**src/rtl/arb_pkg.sv**
```systemverilog
// Shared types and helpers for the 4-requester arbiter.
package arb_pkg;

   localparam int unsigned NUM_REQ = 4;
   localparam int unsigned ID_W    = 2;

   typedef enum logic [1:0] {IDLE, GRANT, BLOCK} arb_state_e;

   function automatic logic [NUM_REQ-1:0] onehot(input logic [ID_W-1:0] id);
      onehot     = '0;
      onehot[id] = 1'b1;
   endfunction

endpackage

```
**src/rtl/req_arbiter4_if.sv**
```systemverilog
// Request/grant bundle between the masters and the arbiter.
interface req_arbiter4_if;
   import arb_pkg::*;

   logic [NUM_REQ-1:0] req;
   logic               rr_en;
   logic [NUM_REQ-1:0] gnt;
   logic [ID_W-1:0]    gnt_id;
   logic               gnt_valid;
   logic               timeout;

   modport master (
      output req,
      output rr_en,
      input  gnt,
      input  gnt_id,
      input  gnt_valid,
      input  timeout
   );

   modport slave (
      input  req,
      input  rr_en,
      output gnt,
      output gnt_id,
      output gnt_valid,
      output timeout
   );

endinterface

```
**src/rtl/arb_pick.sv**
```systemverilog
// Combinational winner selection: fixed priority (highest index) or round-robin from rr_ptr,
// with one requester optionally masked out.
module arb_pick
   import arb_pkg::*;
(
   input  logic [NUM_REQ-1:0] req,
   input  logic               mask_en,
   input  logic [ID_W-1:0]    mask_id,
   input  logic [ID_W-1:0]    rr_ptr,
   input  logic               rr_en,
   output logic [ID_W-1:0]    win_id,
   output logic               found
);

   logic [NUM_REQ-1:0] elig;

   always_comb begin
      elig   = req & ~(mask_en ? onehot(mask_id) : '0);
      found  = |elig;
      win_id = '0;
      if (rr_en) begin
         // Scan backwards so the candidate closest to rr_ptr is assigned last.
         for (int k = int'(NUM_REQ) - 1; k >= 0; k--) begin
            if (elig[rr_ptr + ID_W'(k)]) win_id = rr_ptr + ID_W'(k);
         end
      end else begin
         for (int i = 0; i < int'(NUM_REQ); i++) begin
            if (elig[i]) win_id = ID_W'(i);
         end
      end
   end

endmodule

```
**src/rtl/req_arbiter4.sv**
```systemverilog
// 4-requester arbiter with hold-while-requesting, hold timeout and registered one-hot grants.
module req_arbiter4
   import arb_pkg::*;
#(
   parameter int unsigned MAX_HOLD = 16,
   parameter int unsigned CNT_W    = 5
) (
   input logic           clk,
   input logic           rst_n,
   req_arbiter4_if.slave bus
);

   localparam bit TIMEOUT_EN = (MAX_HOLD != 0);
   localparam logic [CNT_W-1:0] HOLD_LAST = (MAX_HOLD == 0) ? '0 : CNT_W'(MAX_HOLD - 1);

   arb_state_e         state;
   logic [NUM_REQ-1:0] gnt_q;
   logic [ID_W-1:0]    gnt_id_q;
   logic [ID_W-1:0]    rr_ptr;
   logic [ID_W-1:0]    mask_id;
   logic [CNT_W-1:0]   hold_cnt;
   logic               timeout_q;

   logic               mask_en;
   logic [ID_W-1:0]    win_id;
   logic               found;

   assign mask_en = (state == BLOCK);

   arb_pick u_pick (
      .req     (bus.req),
      .mask_en (mask_en),
      .mask_id (mask_id),
      .rr_ptr  (rr_ptr),
      .rr_en   (bus.rr_en),
      .win_id  (win_id),
      .found   (found)
   );

   always_ff @(posedge clk or negedge rst_n) begin
      if (!rst_n) begin
         state     <= IDLE;
         gnt_q     <= '0;
         gnt_id_q  <= '0;
         rr_ptr    <= '0;
         mask_id   <= '0;
         hold_cnt  <= '0;
         timeout_q <= 1'b0;
      end else begin
         timeout_q <= 1'b0;
         unique case (state)
            IDLE: begin
               hold_cnt <= '0;
               if (found) begin
                  gnt_q    <= onehot(win_id);
                  gnt_id_q <= win_id;
                  state    <= GRANT;
               end
            end
            GRANT: begin
               // Release wins over a coincident timeout.
               if (!bus.req[gnt_id_q]) begin
                  gnt_q    <= '0;
                  rr_ptr   <= gnt_id_q + ID_W'(1);
                  hold_cnt <= '0;
                  state    <= IDLE;
               end else if (TIMEOUT_EN && (hold_cnt == HOLD_LAST)) begin
                  gnt_q     <= '0;
                  timeout_q <= 1'b1;
                  mask_id   <= gnt_id_q;
                  rr_ptr    <= gnt_id_q + ID_W'(1);
                  hold_cnt  <= '0;
                  state     <= BLOCK;
               end else if (hold_cnt != '1) begin
                  hold_cnt <= hold_cnt + CNT_W'(1);
               end
            end
            BLOCK: begin
               hold_cnt <= '0;
               if (found) begin
                  gnt_q    <= onehot(win_id);
                  gnt_id_q <= win_id;
                  state    <= GRANT;
               end else if (bus.req[mask_id]) begin
                  // Timed-out owner is the only requester left: hand it back.
                  gnt_q    <= onehot(mask_id);
                  gnt_id_q <= mask_id;
                  state    <= GRANT;
               end else begin
                  state <= IDLE;
               end
            end
            default: begin
               gnt_q <= '0;
               state <= IDLE;
            end
         endcase
      end
   end

   assign bus.gnt       = gnt_q;
   assign bus.gnt_id    = gnt_id_q;
   assign bus.gnt_valid = |gnt_q;
   assign bus.timeout   = timeout_q;

endmodule

```
**src/flat_wrapper.sv**
```systemverilog
// flat-port wrapper written by rule: the top's interface ports become plain ports
module req_arbiter4_flat import arb_pkg::*;
#(
   parameter int unsigned MAX_HOLD = 16,
   parameter int unsigned CNT_W    = 5
)
  (clk, rst_n, bus_req, bus_rr_en, bus_gnt, bus_gnt_id, bus_gnt_valid, bus_timeout);
  req_arbiter4_if bus_i ();
  input logic clk;
  input logic rst_n;
  input wire logic [$bits(bus_i.req)-1:0] bus_req;
  input wire logic [$bits(bus_i.rr_en)-1:0] bus_rr_en;
  output wire logic [$bits(bus_i.gnt)-1:0] bus_gnt;
  output wire logic [$bits(bus_i.gnt_id)-1:0] bus_gnt_id;
  output wire logic [$bits(bus_i.gnt_valid)-1:0] bus_gnt_valid;
  output wire logic [$bits(bus_i.timeout)-1:0] bus_timeout;
  assign bus_i.req = bus_req;
  assign bus_i.rr_en = bus_rr_en;
  assign bus_gnt = bus_i.gnt;
  assign bus_gnt_id = bus_i.gnt_id;
  assign bus_gnt_valid = bus_i.gnt_valid;
  assign bus_timeout = bus_i.timeout;
  req_arbiter4 #(.MAX_HOLD(MAX_HOLD), .CNT_W(CNT_W)) u_core (.clk(clk), .rst_n(rst_n), .bus(bus_i));
endmodule
```
**config.mk**
```make
export PLATFORM = sky130hd
export DESIGN_NAME = req_arbiter4_flat
export DESIGN_NICKNAME = d
export VERILOG_FILES = /design/src/rtl/arb_pkg.sv /design/src/rtl/req_arbiter4_if.sv /design/src/rtl/arb_pick.sv /design/src/rtl/req_arbiter4.sv /design/src/flat_wrapper.sv
export SDC_FILE = /design/constraint.sdc
export NUM_CORES = 1
export LEC_CHECK = 0
export BUFFER_PORTS_ARGS = -buffer_cell sky130_fd_sc_hd__buf_2
export CAP_MARGIN = 20
export CORE_UTILIZATION = 50
export CTS_CLUSTER_DIAMETER = 40
export DETAILED_ROUTE_END_ITERATION = 8
export HOLD_SLACK_MARGIN = 0.05
export PLACE_DENSITY = 0.76
export SETUP_SLACK_MARGIN = 0.02
export SYNTH_ARGS = -nofsm -noshare
export SYNTH_HDL_FRONTEND = slang
export SYNTH_HIERARCHICAL = 1
export SYNTH_SLANG_ARGS = --single-unit
```
**constraint.sdc**
```tcl
create_clock -name clk -period 3.32 [get_ports clk]
set_input_delay 0.664 -clock clk [delete_from_list [all_inputs] [get_ports clk]]
set_output_delay 0.664 -clock clk [all_outputs]
set_load 0.01 [all_outputs]
```
-- After elaboration in Yosys (flattened, before gate mapping)
Index checks and enable logic that the tools add are counted.
- order comparisons: 9
- reduce and logical (&&, ||, !) cells: 14
- multiplexer cells: 50
- bitwise gates (word level): 2
- add/subtract/negate cells: 5
- equality and inequality tests: 9
- operators with widths (operator ; number):
    2-bit two-way mux ; 16
    4-bit two-way mux ; 6
    2-bit by 3-bit < comparator with 1-bit output, second input constant ; 7
    5-bit two-way mux ; 3
    1-bit two-way mux ; 13
    1-bit binary-select mux with 2-bit select ; 6
    4-bit one-hot mux with 3 select lines ; 1
    5-bit one-hot mux with 2 select lines ; 1
    3-bit AND reduction ; 3
    4-bit OR reduction ; 2
    2-bit one-hot mux with 3 select lines ; 1
    2-bit AND reduction ; 3
    5-bit by 1-bit adder with 5-bit output, second input constant ; 1
    5-bit by 4-bit == test with 1-bit output, second input constant ; 1
    5-bit != test, second input constant ; 1
    2-bit by 1-bit adder with 2-bit output, second input constant ; 2
    2-bit adder, second input constant ; 2
    4-bit bitwise AND ; 1
    1-bit demux with 2-bit select ; 2
    2-bit by 1-bit greater-or-equal comparator with 1-bit output, second input constant ; 2
    4-bit != test, second input constant ; 1
    4-bit NOT ; 1
    2-bit one-hot mux with 2 select lines ; 1
    2-bit nonzero test ; 2
    9 further kinds ; 10
- output and inout bits: 8
- bits in registers: 18
- input bits: 7

-- Longest topological paths before layout
Gate-level depths: netlist of run 1.
- word-level depth: 20
- gate-level depth with buffers: 11

-- By module
The synthesis of run 1 kept the hierarchy.
- by module, submodules not included (module ; times used ; cells each ; area an instance (um2)):
    req_arbiter4 ; 1 ; 97 ; 973.4
    arb_pick ; 1 ; 44 ; 322.8

-- Least setup slack after synthesis of run 1
OpenSTA, ideal clock, no wires.
- kind: register to register
- start: reg u_core.state[1]
- end: reg u_core.gnt_id_q[0], in the netlist u_core/bus.gnt_id[0]
- path slack: 908 ps
- arrival: 2287 ps
- clock period less this slack: 2412 ps
- cell stages (with the launch flop): 12
- path through: dfrtp_1 > clkbuf_1 > nor2b_1 > nand2_1 > o21a_1 > o22ai_1 > nand2_1 > inv_1 > o221ai_1 > nor2b_1 > buf_2 > mux2_2
- elaborated cells on any way between the ends: 29
- classes of those cells: eq/ne (3); mux (20); bitwise (2); reduce/logical (4)
- RTL lines (what ; line ; RTL):
    start, declared ; req_arbiter4.sv:16 ; arb_state_e state;
    start signal, assigned ; req_arbiter4.sv:42 ; state <= IDLE;
    start signal, assigned ; req_arbiter4.sv:57 ; state <= GRANT;
    start signal, assigned ; req_arbiter4.sv:66 ; state <= IDLE;
    2-bit == test (*) ; req_arbiter4.sv:28 ; assign mask_en = (state == BLOCK);
    via u_core.mask_en ; req_arbiter4.sv:24 ; logic mask_en;
    4-bit two-way mux (*) ; arb_pick.sv:18 ; elig = req & ~(mask_en ? onehot(mask_id) : '0);
    4-bit NOT (*) ; arb_pick.sv:18 ;
    4-bit bitwise AND (*) ; arb_pick.sv:18 ;
    4-bit OR reduction (*) ; arb_pick.sv:19 ; found = |elig;
    via u_core.found ; req_arbiter4.sv:26 ; logic found;
    3-bit by 1-bit != test with 1-bit output (no line), or another cell as far along ; - ;
    3-bit AND reduction (no line) / 2-bit one-hot mux with 2 select lines (equally long branches) ; - ;
    end signal, assigned ; req_arbiter4.sv:56 ; gnt_id_q <= win_id;
    end signal, assigned ; req_arbiter4.sv:82 ; gnt_id_q <= win_id;
    end signal, assigned ; req_arbiter4.sv:87 ; gnt_id_q <= mask_id;
    end, declared ; req_arbiter4.sv:18 ; logic [ID_W-1:0] gnt_id_q;
The timed path passes the listed nets; every way through them passes the cells marked *. The select of a mux whose other input is x is not followed.
A chain may end at the register's enable or synchronous reset.

-- Worst setup path in the final report of run 1
- start: reg u_core.state[1]
- end: reg u_core.gnt_q[2], in the netlist u_core/bus.gnt[2]
- elaborated cells on any way between the ends: 35
- classes of those cells: order compare (2); eq/ne (5); mux (22); bitwise (2); reduce/logical (4)
- RTL lines (what ; line ; RTL):
    2-bit == test (*) ; req_arbiter4.sv:28 ;
    via u_core.mask_en ; req_arbiter4.sv:24 ;
    4-bit two-way mux (*) ; arb_pick.sv:18 ;
    4-bit NOT (*) ; arb_pick.sv:18 ;
    4-bit bitwise AND (*) ; arb_pick.sv:18 ;
    4-bit OR reduction (*) ; arb_pick.sv:19 ;
    via u_core.found ; req_arbiter4.sv:26 ;
    3-bit by 1-bit != test with 1-bit output (no line), or another cell as far along ; - ;
    3-bit AND reduction (no line) / 4-bit one-hot mux with 3 select lines (equally long branches) ; - ;
    end signal, assigned ; req_arbiter4.sv:55 ; gnt_q <= onehot(win_id);
    end signal, assigned ; req_arbiter4.sv:81 ; gnt_q <= onehot(win_id);
    end signal, assigned ; req_arbiter4.sv:86 ; gnt_q <= onehot(mask_id);
    end, declared ; req_arbiter4.sv:17 ; logic [NUM_REQ-1:0] gnt_q;
Marked as above.

==> results of run 1 <==
routing by layer:
| layer | track usage (%) | wire, um | vias up |
|---|---|---|---|
| met5 | 0 | 0 | - |
| met1 | 24.2 | 1220 | 533 |
| met4 | 7.46 | 20 | 0 |
| li1 | - | - | 552 |
| met3 | 2.59 | 59 | 2 |
| met2 | 40.3 | 1410 | 19 |
final cells by class:
cell class              count  area (um2)  share of cell area (%)
clock buffers               3        22.5                    1.62
well taps                  30        37.5                    2.71
inverters                   8        30.0                    2.16
repair buffers             14        70.1                    5.05
flip-flops and latches     18         450                    32.5
multi-input cells         109         777                    56.0
power breakdown:
part	internal [mW]	switching, mW	leakage, nW	total, mW
registers	0.281	0.0938	0.236	0.375
clock network	0.0420	0.0605	0.0138	0.103
logic	0.221	0.218	0.347	0.439
total	0.544	0.372	0.597	0.916
cells by family after synthesis:
group	share of synthesized area (%)
DFF	34.7
buffers and inverters	5.31
adders and majority gates	0.965
AOI/OAI and AO/OA	26.4
xor gates and xnor gates	1.93
and+or+nand+nor	21.2
muxes	9.46
final timing paths:
check                      slack [ns]                 to               from  cells after the start
min                              0.30  u_core/bus.gnt[0]              rst_n                      1
max                              0.64  u_core/bus.gnt[2]    u_core/state[1]                      8
max in group asynchronous        2.73   u_core/rr_ptr[1]              rst_n                      1
min reg2reg                      0.52  u_core/bus.gnt[3]  u_core/bus.gnt[3]                      1
min in group clk                 0.52  u_core/bus.gnt[3]  u_core/bus.gnt[3]                      1
max reg2reg                      0.64  u_core/bus.gnt[2]    u_core/state[1]                      8
cell usage in the layout, fill, tap and decap left out, drive strengths merged, types with 4 or more instances in the layout:
cell type / synthesis / routed
o21ai: 9 / 9
mux2: 5 / 5
inv: 8 / 8
nor2: 7 / 7
a31oi: 4 / 4
buf: 4 / 14
mux2i: 4 / 4
nand2: 17 / 17
nand3: 5 / 5
o22ai: 5 / 5
nor2b: 8 / 8
dfrtp: 18 / 18
worst reg2reg max path: stages, from the launching register on:
cell     delay (ns)
dfrtp_1        0.57
nor2b_1        0.46
nand2_1        0.19
o21a_1         0.21
o22ai_1        0.18
nand2_1        0.10
nor2b_1        0.42
o21ai_0        0.17
a32o_1         0.29
state kept, by name (all words and copies together) (netlist names):
register / count
u_core/rr_ptr: 2
u_core/mask_id: 2
u_core/hold_cnt: 5
u_core/bus.gnt: 4
u_core/state: 2
u_core/bus.gnt_id: 2
u_core/bus.timeout: 1
==> results.py, run 1 <==
metrics = {
    "outcome": {
        "status": "completed",
    },
    "placed_design": {
        "placed_area_um2": 1370,
        "place_hpwl_mm": 2.01,
        "io_buffers": 14,
        "gp_congestion": 0.832,
        "numPlacedInstances": 179,
        "place_ws_ns": 0.710,
    },
    "worst_setup_path": {
        "crit_path_top_delay_cell": "dfrtp_1",
        "critPathArrivalTime_ns": 2.86,
        "path_max_fanout": 14,
        "cp_num_buf_inv": 0,
        "cp_cell_sequence": "nor2b_1 > nand2_1 > o21a_1 > o22ai_1 > nand2_1 > nor2b_1 > o21ai_0 > a32o_1",
        "crit_family": "simple AND/OR/NAND/NOR gates",
        "crit_path_end_kind": "register",
        "crit_type": "register to register",
        "slowest_delay_ns": 0.57,
        "critPathLaunchType": "register",
        "cp.required_ns": 3.49,
    },
    "global_routing": {
        "grtUsageTotal_pct": 21.3,
        "grt_first_pass_wirelength_mm": 4.27,
        "grt_pass1_vias": 1029,
        "grt.overflow.total": 0,
        "grt_max_degree": 19,
        "antenna_found_initial": 0,
    },
    "floorplan": {
        "rows": 18,
        "start_util_pct": 52.8,
        "top_level_ports": 15,
        "dieArea_um2": 2800,
        "core_um2": 2450,
        "die_x_um": 52.9,
        "die-height_um": 52.9,
    },
    "clocking": {
        "numCtsBuffers": 3,
        "path_clk_slew_ns": 0.09,
        "htree_levels": 1,
        "clock_sinks": 18,
        "cts_resized": 0,
        "cts_max_path_buffers": 2,
        "clock_latency_ns": 0.28,
        "cts_root_buffer": "clkbuf_4",
        "tritoncts": "done",
        "hold_buffers": 0,
        "post_cts_buffers": 0,
    },
    "synth": {
        "synth_cells": 141,
        "synth_edf_count": 0,
        "synth_cell_types": 56,
        "post_synth_instance_area_um2": 1300,
        "synth.most_common_cell": "dfrtp_1",
        "synth-async-reset-ratio_pct": 100,
        "synth_top_area_share_pct": 34.7,
        "synth.yosys.seq_area_share_pct": 34.7,
        "synth_area_leader_cell": "dfrtp_1",
        "synth_nets": 149,
        "yosys_warnings": 6,
        "yosys-top-cells-count": "dfrtp_1, nand2_1, inv_1, o21ai_0, nor2b_1",
        "synth_area_per_cell_um2": 9.19,
        "dominantRegCellSynth": "dfrtp_1",
        "synth-seq-cells": 18,
        "synth_area_leaders": "dfrtp_1, nand2_1, nor2b_1, mux2i_1, o21ai_0",
    },
    "worst_hold_path": {
        "holdCritPathClass": "input pin to asynchronous set/reset pin",
    },
    "sta": {
        "fmaxAchievable_mhz": 373,
        "setup_viol": 0,
        "fin_crit_sh_pct": 80.7,
        "hold_violations": 0,
        "fin_worst_skew_ns": 0.00128,
        "maxSlewHeadroom_pct": 63.8,
        "slew_viol_final": 0,
        "setup_ws_ns": 0.639,
        "tightest_slew_ns": 0.543,
        "fin_crit_ns": 2.68,
        "rsz0062_at_grt": "no",
        "finalHoldWorstSlack_ns": 0.300,
        "tns_ns": 0,
    },
    "finish": {
        "diodes": 0,
        "area_growth_pct": 7.05,
        "post-route-util_pct": 56.5,
        "layout.cells.non_filler": 182,
        "drive_above_1_share_pct": 21.7,
        "fin_nets": 162,
        "design_area_um2": 1390,
        "nFillCells": 226,
    },
    "detailed_routing": {
        "drc": 0,
        "drtIter0Drc": 16,
        "via_per_inst": 6.08,
        "wire_per_inst_um": 14.9,
        "ant_nets": 0,
        "dr.pass1.iters": 4,
        "vias": 1106,
        "wirelength_mm": 2.72,
    },
    "power": {
        "leakage_nw": 0.597,
        "powerDensity_nw_per_um2": 660,
        "power_mw": 0.916,
        "peakVddDrop_v": 0.000342,
    },
    "flow_run": {
        "maxCapViolCount": 0,
    },
}
Note: power is estimated with default switching activity, not from simulation.
==> inputs of run 2 (changes only) <==
==> constraint.sdc (replaced) <==
create_clock -name clk -period 2.62 [get_ports clk]
set_input_delay 0.524 -clock clk [delete_from_list [all_inputs] [get_ports clk]]
set_output_delay 0.524 -clock clk [all_outputs]
set_load 0.01 [all_outputs]
==> run 2 against run 1 <==
Against the previous run:
- critical path depth unchanged
- non-clock buffer count increased by 4
- via count is 3.6% higher
- worst hold slack got worse by 0.16 ns
- flip-flop and latch count unchanged
- total power grew 32%
- global-route usage is 0.58 points higher
- critical endpoint is now u_core/bus.gnt_id[0]
- highest routed layer unchanged
==> results.py, run 2 (synthesis gave the netlist of run 1 again) <==
metrics = {
    "outcome": {
        "status": "completed",
    },
    "sta": {
        "hold_violations": 0,
        "fin_crit_ns": 2.40,
        "slew_viol_final": 0,
        "fmaxAchievable_mhz": 416,
        "maxSlewHeadroom_pct": 66.1,
        "rsz0062_at_grt": "no",
        "fin_crit_sh_pct": 91.7,
        "tns_ns": 0,
        "tightest_slew_ns": 0.507,
        "fin_worst_skew_ns": 0.000806,
        "setup_viol": 0,
        "setup_ws_ns": 0.217,
    },
    "worst_setup_path": {
        "crit_path_end_kind": "register",
        "crit_path_top_delay_cell": "nor2b_1",
        "startpoint": "u_core/state[0]",
        "cp.required_ns": 2.81,
        "r2r_start": "u_core/state[0]",
        "cp_num_buf_inv": 1,
        "slowest_delay_ns": 0.42,
        "crit_family": "compound AO/OA/AOI/OAI gates",
        "crit_type": "register to register",
        "path_max_fanout": 8,
        "critPathLaunchType": "register",
        "cp_cell_sequence": "nor2b_1 > nor2b_2 > a221oi_2 > a21o_2 > a221o_1 > inv_1 > o21ai_0 > mux2_2",
        "critPathArrivalTime_ns": 2.59,
    },
    "clocking": {
        "htree_levels": 1,
        "numCtsBuffers": 3,
        "cts_root_buffer": "clkbuf_4",
        "cts_resized": 0,
        "clock_sinks": 18,
        "tritoncts": "done",
        "path_clk_slew_ns": 0.10,
        "hold_buffers": 0,
        "clock_latency_ns": 0.29,
        "cts_max_path_buffers": 2,
        "post_cts_buffers": 0,
    },
    "floorplan": {
        "dieArea_um2": 2800,
        "top_level_ports": 15,
        "start_util_pct": 52.8,
        "die_x_um": 52.9,
        "core_um2": 2450,
        "die-height_um": 52.9,
        "rows": 18,
    },
    "finish": {
        "post-route-util_pct": 58.3,
        "largest_reg_flops": 5,
        "top_register": "u_core/hold_cnt",
        "nFillCells": 232,
        "layout_common_cells": "dfrtp_1, nand2_1, buf_2, inv_1, o21ai_0",
        "final_common_cell": "dfrtp_1",
        "fin_nets": 166,
        "drive_above_1_share_pct": 24.2,
        "area_growth_pct": 10.4,
        "layout.cells.non_filler": 187,
        "diodes": 0,
    },
    "global_routing": {
        "grt_pass1_vias": 984,
        "grt_use_met1_pct": 27.7,
        "grt_busiest_layer": "met2",
        "grtUsageTotal_pct": 21.9,
        "grt_max_degree": 19,
        "grt_first_pass_wirelength_mm": 4.39,
        "met3_usage_pct": 3.74,
        "use_met2_pct": 36.9,
        "grt.overflow.total": 0,
        "antenna_found_initial": 0,
    },
    "detailed_routing": {
        "wire_per_inst_um": 15.1,
        "via_per_inst": 6.13,
        "ant_nets": 0,
        "drc": 0,
        "dr.pass1.iters": 4,
        "drtIter0Drc": 42,
        "wirelength_mm": 2.82,
        "vias": 1146,
    },
    "power": {
        "leakage_nw": 0.624,
        "peakVddDrop_v": 0.000460,
        "powerDensity_nw_per_um2": 846,
    },
    "placed_design": {
        "io_buffers": 14,
        "place_hpwl_mm": 2.08,
        "place_ws_ns": 0.304,
        "gp_congestion": 0.838,
        "numPlacedInstances": 183,
    },
    "worst_hold_path": {
        "holdCritPathClass": "input pin to asynchronous set/reset pin",
    },
    "flow_run": {
        "maxCapViolCount": 0,
    },
}
run 2: stage by stage:
stage	total power [mW]	hold WS, ns	instance area [um2]
6_report	1.21	0.140	1430
5_1_grt	1.30	0.154	1430
4_1_cts	1.22	0.142	1430
3_5_place_dp	1.05	0.476	1400
3_3_place_gp	1.03	0.472	1400
2_1_floorplan	0.897	0.228	1300
run 2: layout make-up:
cell class	count	area (um2)	share of cell area, %
clock buffers	4	36.3	2.53
inverters	8	30.0	2.10
multi-input cells	109	777	54.3
flip-flops and latches	18	450	31.5
well taps	30	37.5	2.62
repair buffers	18	100	6.99
run 2: per-layer routing:
metal / share of wire [%] / wire length (um)
met5: 0 / 0
met4: 0.78 / 22
met1: 46 / 1300
met2: 50 / 1400
met3: 3.4 / 95
run 2: final timing paths:
check | end | slack [ns] | cells after the start
min in group clk | u_core/bus.gnt[3] | 0.53 | 1
hold reg to reg | u_core/bus.gnt[3] | 0.53 | 1
hold / removal | u_core/bus.gnt[1] | 0.14 | 1
setup / recovery | u_core/bus.gnt_id[0] | 0.22 | 8
max in group asynchronous | u_core/hold_cnt[2] | 2.19 | 1
setup reg to reg | u_core/bus.gnt_id[0] | 0.22 | 8
run 2: where the power goes:
group | leakage [nW] | switching (mW) | internal [mW]
clock | 0.0210 | 0.0866 | 0.0847
sequential | 0.236 | 0.103 | 0.356
combinational | 0.367 | 0.290 | 0.290
total | 0.624 | 0.480 | 0.731
